File: src/rtl/clock_period_meter.sv
// Purpose: measures period and high time of a slow square wave in core clock cycles.
// Latency: meas_valid/period/high_time update two clocks after sig_in is first sampled high.
// Backpressure: none; results are pulsed on meas_valid and held until the next update.
module clock_period_meter #(
    parameter int CNT_WIDTH = 8
) (
    input  logic                 clk,
    input  logic                 reset_n,
    input  logic                 en,
    input  logic                 sig_in,
    output logic [CNT_WIDTH-1:0] period,
    output logic [CNT_WIDTH-1:0] high_time,
    output logic                 meas_valid,
    output logic                 timeout
);

    typedef enum logic [1:0] {
        IDLE = 2'd0,
        ARM  = 2'd1,
        MEAS = 2'd2
    } state_t;

    localparam logic [CNT_WIDTH-1:0] CNT_MAX = '1;
    localparam logic [CNT_WIDTH-1:0] CNT_ONE = CNT_WIDTH'(1);

    // Synchronizer and edge-detect delay flop.
    logic s1_q;
    logic s2_q;
    logic d_q;

    state_t               state_q,   state_d;
    logic [CNT_WIDTH-1:0] cnt_q,     cnt_d;
    logic [CNT_WIDTH-1:0] hi_lat_q,  hi_lat_d;
    logic [CNT_WIDTH-1:0] period_q,  period_d;
    logic [CNT_WIDTH-1:0] high_q,    high_d;
    logic                 valid_q,   valid_d;
    logic                 timeout_q, timeout_d;

    logic rise;
    logic fall;

    // Bring sig_in into the clk domain; runs independently of en so edges are
    // clean the moment measurement is enabled.
    always_ff @(posedge clk or negedge reset_n) begin
        if (!reset_n) begin
            s1_q <= 1'b0;
            s2_q <= 1'b0;
            d_q  <= 1'b0;
        end else begin
            s1_q <= sig_in;
            s2_q <= s1_q;
            d_q  <= s2_q;
        end
    end

    assign rise = s2_q & ~d_q;
    assign fall = ~s2_q & d_q;

    // State, counter and result registers.
    always_ff @(posedge clk or negedge reset_n) begin
        if (!reset_n) begin
            state_q   <= IDLE;
            cnt_q     <= '0;
            hi_lat_q  <= '0;
            period_q  <= '0;
            high_q    <= '0;
            valid_q   <= 1'b0;
            timeout_q <= 1'b0;
        end else begin
            state_q   <= state_d;
            cnt_q     <= cnt_d;
            hi_lat_q  <= hi_lat_d;
            period_q  <= period_d;
            high_q    <= high_d;
            valid_q   <= valid_d;
            timeout_q <= timeout_d;
        end
    end

    // Next-state logic: a rise closes the current period (and takes priority
    // over saturation), saturation without a rise flags timeout and re-arms.
    always_comb begin
        state_d   = state_q;
        cnt_d     = cnt_q;
        hi_lat_d  = hi_lat_q;
        period_d  = period_q;
        high_d    = high_q;
        valid_d   = 1'b0;
        timeout_d = timeout_q;

        if (!en) begin
            state_d   = IDLE;
            cnt_d     = '0;
            timeout_d = 1'b0;
        end else begin
            unique case (state_q)
                IDLE: begin
                    cnt_d   = '0;
                    state_d = ARM;
                end
                ARM: begin
                    // First rise only starts the count.
                    if (rise) begin
                        cnt_d   = CNT_ONE;
                        state_d = MEAS;
                    end
                end
                MEAS: begin
                    if (rise) begin
                        period_d  = cnt_q;
                        high_d    = hi_lat_q;
                        valid_d   = 1'b1;
                        timeout_d = 1'b0;
                        cnt_d     = CNT_ONE;
                    end else if (cnt_q == CNT_MAX) begin
                        timeout_d = 1'b1;
                        cnt_d     = '0;
                        state_d   = ARM;
                    end else begin
                        cnt_d = cnt_q + CNT_ONE;
                        if (fall) begin
                            hi_lat_d = cnt_q;
                        end
                    end
                end
                default: begin
                    state_d = IDLE;
                    cnt_d   = '0;
                end
            endcase
        end
    end

    assign period     = period_q;
    assign high_time  = high_q;
    assign meas_valid = valid_q;
    assign timeout    = timeout_q;

endmodule

File: config.mk
export PLATFORM = sky130hd
export DESIGN_NAME = clock_period_meter
export DESIGN_NICKNAME = d
export VERILOG_FILES = /design/src/rtl/clock_period_meter.sv
export SDC_FILE = /design/constraint.sdc
export NUM_CORES = 1
export LEC_CHECK = 0
export ABC_CLOCK_PERIOD_IN_PS = 2100
export BUFFER_PORTS_ARGS = -buffer_cell sky130_fd_sc_hd__buf_4
export CAP_MARGIN = 0
export CORE_MARGIN = 8
export CORE_UTILIZATION = 55
export CTS_CLUSTER_DIAMETER = 40
export DETAILED_ROUTE_END_ITERATION = 16
export GPL_TIMING_DRIVEN = 0
export PLACE_DENSITY = 0.75
export RECOVER_POWER = 50
export SLEW_MARGIN = 40
export SYNTH_ARGS = -nofsm -noshare
export SYNTH_HDL_FRONTEND = slang
export SYNTH_SLANG_ARGS = --single-unit
File: constraint.sdc
create_clock -name clk -period 2.1 [get_ports clk]
set_input_delay 0 -clock clk [delete_from_list [all_inputs] [get_ports clk]]
set_output_delay 0 -clock clk [all_outputs]
set_load 0.02 [all_outputs]
# [Word level (Yosys, flattened, before mapping)]
# Index checks and enable logic that the tools add are counted.
[totals] inputBits=4 ff_bits=39 elab_cells=47 output_inout_bits=18
[op_classes] n_bitwise=6 eq_ne=8 reduce_logical=5 n_addsub=1 n_mux=17
[ops] cell="two-way mux 8 bit" n=4
[ops] cell="one-hot mux 8 bit (2 select lines)" n=1
[ops] cell="!= test 3 bit (second input constant)" n=3
[ops] cell="adder 8 x 1 -> 8 bit (second input constant)" n=1
[ops] cell="== test 8 bit (second input constant)" n=1
[ops] cell="two-way mux 2 bit" n=4
[ops] cell="two-way mux 1 bit" n=7
[ops] cell="one-hot mux 2 bit (3 select lines)" n=1
[ops] cell="AND reduction 3 bit" n=2
[ops] cell="AND reduction 5 bit" n=1
[ops] cell="NOT 1 bit" n=4
[ops] cell="!= test 3 x 1 -> 1 bit (second input constant)" n=1
[ops] cell="bitwise AND 1 bit" n=2
[ops] cell="== test 2 x 1 -> 1 bit (second input constant)" n=1
[ops] cell="== test 2 bit (second input constant)" n=1
[ops] cell="zero test 2 bit" n=1
[ops] cell="!= test 2 x 1 -> 1 bit (second input constant)" n=1
[ops] cell="AND reduction 2 bit" n=1

# [Logic depth before layout (Yosys ltp)]
[logic_depth] depth_word=5 depth_mapped=7 depth_no_buf=6

# [Worst setup path after synthesis]
# OpenSTA, ideal clock, no wires.
[synth_path] path_kind="reg2reg" start="register cnt_q[0]" end="register state_q[1]" arrival_time_ns=1.636 synth_period_minus_slack_ns=1.765 required_ns=1.971 n_path_buf=1 setup_slack_ns=0.335 setup_time_ns=0.129 path_stages_with_launch=7 path_cell_list="dfrtp_1 ha_1 nand3_1 or2_1 buf_6 and3_4 o41a_1"
[synth_via] elab_chain_len=3
[synth_lines] item="start: declaration" line_no="32" source="logic [CNT_WIDTH-1:0] cnt_q, cnt_d;"
[synth_lines] item="start signal: assignment" line_no="71" source="cnt_q <= cnt_d;"
[synth_lines] item="== test 8 bit" line_no="115" source="end else if (cnt_q == CNT_MAX) begin"
[synth_lines] item="!= test 3 bit (no source line)"
[synth_lines] item="AND reduction 3 bit (no source line)"
[synth_lines] item="end signal: assignment" line_no="70" source="state_q <= state_d;"
[synth_lines] item="end: declaration" line_no="31" source="state_t state_q, state_d;"
# No other way between the ends.
# A chain may end at the register's enable or synchronous reset.

# [Final worst setup path]
[layout_path] start="register cnt_q[0]" end="register hi_lat_q[3]"
[layout_via] elab_chain_len=3
[layout_lines] item="== test 8 bit" line_no="115"
[layout_lines] item="NOT 1 bit (no source line)"
[layout_lines] item="AND reduction 5 bit (no source line)"
[layout_lines] item="end signal: assignment" line_no="72" source="hi_lat_q <= hi_lat_d;"
[layout_lines] item="end: declaration" line_no="33" source="logic [CNT_WIDTH-1:0] hi_lat_q, hi_lat_d;"
# No other way between the ends.

==> run summary <==
Final instance area - 2060 um^2
Delay contributed by the slowest stage of the critical path - 0.48 ns
Worst voltage drop across the vdd grid - 522 uV
Crit Reg-Reg Endpoint - hi_lat_q[3]
Final weighted congestion of routability-driven global placement - 0.909
Final worst clock skew - 0.0102 ns
Type of the worst setup path - reg -> reg
Timing-limited maximum frequency - 0.504 GHz
Post-CTS Setup Bufs - 0
Via count - 1213
Post-Synthesis Net Count - 155
Core footprint - 3050 um^2
Cell count after placement - 211
Synthesized area - 1770 um^2
Worst-Skew Late Latency - 0.33 ns
Cell count of the worst reg-to-reg path - 6
Biggest fanout along the worst timing path - 8
Final-layout fill cell count - 252
Global-route total usage across every layer - 14.4%
Total congestion overflow - 0
First-pass GRT wire length - 5990 um
Number of global-route vias before repair - 1290
Leakage component of the power - 0.00103 uW
Count of endpoints failing hold in the final timing report - 0
Initial core utilization - 58.0%
Commonest cells after routing, fill and taps aside - dfrtp_1 (39), mux2_2 (23), buf_4 (13), nand2_1 (10), nand3_1 (8)
Family with the most delay on the worst path - simple AND/OR/NAND/NOR gates
Height of the chip - 72.7 um
Number of buffer and inverter instances along the worst setup path - 1
Largest net degree at the start of global routing - 40
Total Negative Setup Slacks - 0 ns
Clock Sink Count - 39
Drt wl/cell - 15.7 um
#FFs+latches synth - 39
CP required - 2.32 ns
I/O Buffers - 20
Timing startpoint of the critical path - cnt_q[0]
Unrepaired setup endpoints after global routing - false
CTS H-tree depth - 2
Final Critical Period - 1.98 ns
Antenna violations before repair - 0
Worst r2r src - cnt_q[0]
Setup crit start kind - register
CP endpoint kind - register
Number of optimization iterations in the first detailed-route pass - 4
Clock transition at the registers of the reported paths - 0.10 ns
Type of the worst min-delay path - in -> async
Slack of the worst reg-to-reg path - 0.12 ns
FP Rows - 20
Number of antenna cells inserted - 0
Nets - 184
Total of warnings raised by yosys - 0
Largest buffer count on any clock path - 2
Fraction of final layout cells sized beyond drive strength 1 - 32.4%
Highest-delay cell along the critical path - dfrtp_1
Post-detailed-routing wire length - 3450 um
Die outline width - 72.7 um
Synth-to-layout area growth - 16.2%
Power per cell area - 716 nW/um^2
Reported max-cap violation count - 0
Cells after Synth - 147
Max-slew headroom at the worst pin - 39.3%
Commonest non-fill, non-tap cell in the layout - dfrtp_1
Status - finished clean
Die outline area - 5290 um^2
Setup-failing EPs final - 0
Post-DP HPWL - 2550 um
Synth unique cells - 38
Number of primary I/O pins - 22
Sequential share of the synthesized area - 55.2%
Cell at the root of the clock tree - clkbuf_4
Instance count on the critical path - 6
CP Cell Sequence - ha_2 > nand3_1 > or2_1 > buf_6 > nand4_2 > mux2_2
Non-filler cells, final - 220
Post-placement cell area - 1970 um^2
Worst-margin pin slew - 0.910 ns
Clock tree from TritonCTS - built
Post-DR vias/cell - 5.51
Syn avg cell area - 12.0 um^2
Final-report max-slew violation count - 0
Arrival time worst endpoint - 2.21 ns
Remaining number of nets flagged by the antenna check after routing - 0
Final critical-path share of the clock period - 94.5%
Number of buffers added by the clock tree synthesis step - 5
Detailed-route DRC error count - 0
First-iteration detailed-routing DRC count - 47
-- worst reg2reg max path, cell delays in order, from the launching register on --
cell     delay [ns]
dfrtp_1        0.48
ha_2           0.28
nand3_1        0.13
or2_1          0.24
buf_6          0.14
nand4_2        0.24
mux2_2         0.38
-- where the power goes --
group	total, uW	internal [uW]	switching, uW
combinational	220	85.6	135
clock	462	246	216
sequential	789	771	18.5
total	1470	1100	370
-- registers in the layout, summed over array words and instances (netlist names) --
| signal | flops |
|---|---|
| s1_q | 1 |
| meas_valid | 1 |
| period | 8 |
| timeout | 1 |
| cnt_q | 8 |
| s2_q | 1 |
| hi_lat_q | 8 |
| d_q | 1 |
| high_time | 8 |
| state_q | 2 |
-- cell usage after synthesis --
| master | number | area [um^2] |
|---|---|---|
| and4_2 | 1 | 10.0 |
| or4_1 | 1 | 7.51 |
| nor4b_1 | 1 | 8.76 |
| o41ai_1 | 1 | 8.76 |
| clkbuf_1 | 2 | 7.51 |
| dfrtp_1 | 39 | 976 |
| and3_4 | 1 | 11.3 |
| o31ai_1 | 1 | 7.51 |
| nor3_1 | 2 | 10.0 |
| o41a_1 | 1 | 11.3 |
| a22o_1 | 1 | 8.76 |
| nand2b_1 | 1 | 6.26 |
| nand3_1 | 8 | 40.0 |
| buf_6 | 1 | 11.3 |
| nor2b_1 | 2 | 12.5 |
| inv_1 | 6 | 22.5 |
| o21a_1 | 1 | 7.51 |
| and3_1 | 4 | 25.0 |
| o211ai_1 | 2 | 15.0 |
| ha_1 | 4 | 50.1 |
| o21ai_0 | 4 | 20.0 |
| nand4_2 | 2 | 25.0 |
| nor4_1 | 2 | 12.5 |
| o22a_1 | 1 | 8.76 |
| a31oi_1 | 1 | 6.26 |
| nand3_2 | 1 | 10.0 |
| a21oi_1 | 7 | 35.0 |
| a21o_2 | 1 | 8.76 |
| mux2_2 | 23 | 259 |
| o211a_1 | 1 | 10.0 |
| nand2_1 | 10 | 37.5 |
| buf_2 | 5 | 25.0 |
| nor2_1 | 3 | 11.3 |
| and2_1 | 1 | 6.26 |
| or2_1 | 1 | 6.26 |
| nor3b_1 | 2 | 15.0 |
| and3b_1 | 1 | 8.76 |
| nand4_1 | 1 | 6.26 |
-- logic make-up after synthesis --
kind of cell	Yosys count	share of synthesized area [%]
flip-flops	39	55.2
AO/OA/AOI/OAI	22	8.35
multiplexers	23	14.6
buffers and inverters	14	3.75
adder cells (fa/ha/maj)	4	2.83
AND/OR/NAND/NOR	45	15.3
-- final cells by class --
cell class	instances	area, um^2	share of cell area (%)
plain buffers	7	42.5	2.07
clock buffers	6	41.3	2.01
multi-input cells	94	729	35.5
inverters	6	22.5	1.10
clock inverters	1	30.0	1.46
flip-flops and latches	39	976	47.5
well taps	44	55.1	2.68
repair buffers	23	159	7.73
-- metal layers --
layer	wire [um]	track usage, %	share of wire, %
met1	1420	15.6	41
met2	1810	25.5	52
met3	167	4.53	4.8
met4	52	5.11	1.5
met5	0	0	0
-- what timing repair did --
item | CTS | global route
setup endpoints to repair | 0 | 12
hold buffers | 3 | 0
resized for setup | 0 | 2
endpoints found under the hold margin | 43 | 0
-- metrics by stage --
step                      worst slack (ns)  hold slack, ns  power, uW  utilization, %
after global placement               0.125         -0.0218       1000            64.7
final                                0.116           0.321       1470            67.3
after floorplan                      0.335          -0.296        951               -
after detailed placement            0.0899         -0.0112       1020            64.7
after global routing               0.00316           0.336       1530            67.3
after CTS                           0.0736           0.173       1490            68.0
-- worst max path at each step --
stage	to	slack, ns
6_report	hi_lat_q[3]	0.12
3_5_place_dp	hi_lat_q[3]	0.09
4_1_cts	hi_lat_q[3]	0.07
2_1_floorplan	state_q[1]	0.33
5_1_grt	cnt_q[4]	0.003
3_3_place_gp	hi_lat_q[2]	0.13
(Power assumes the default switching activity.)
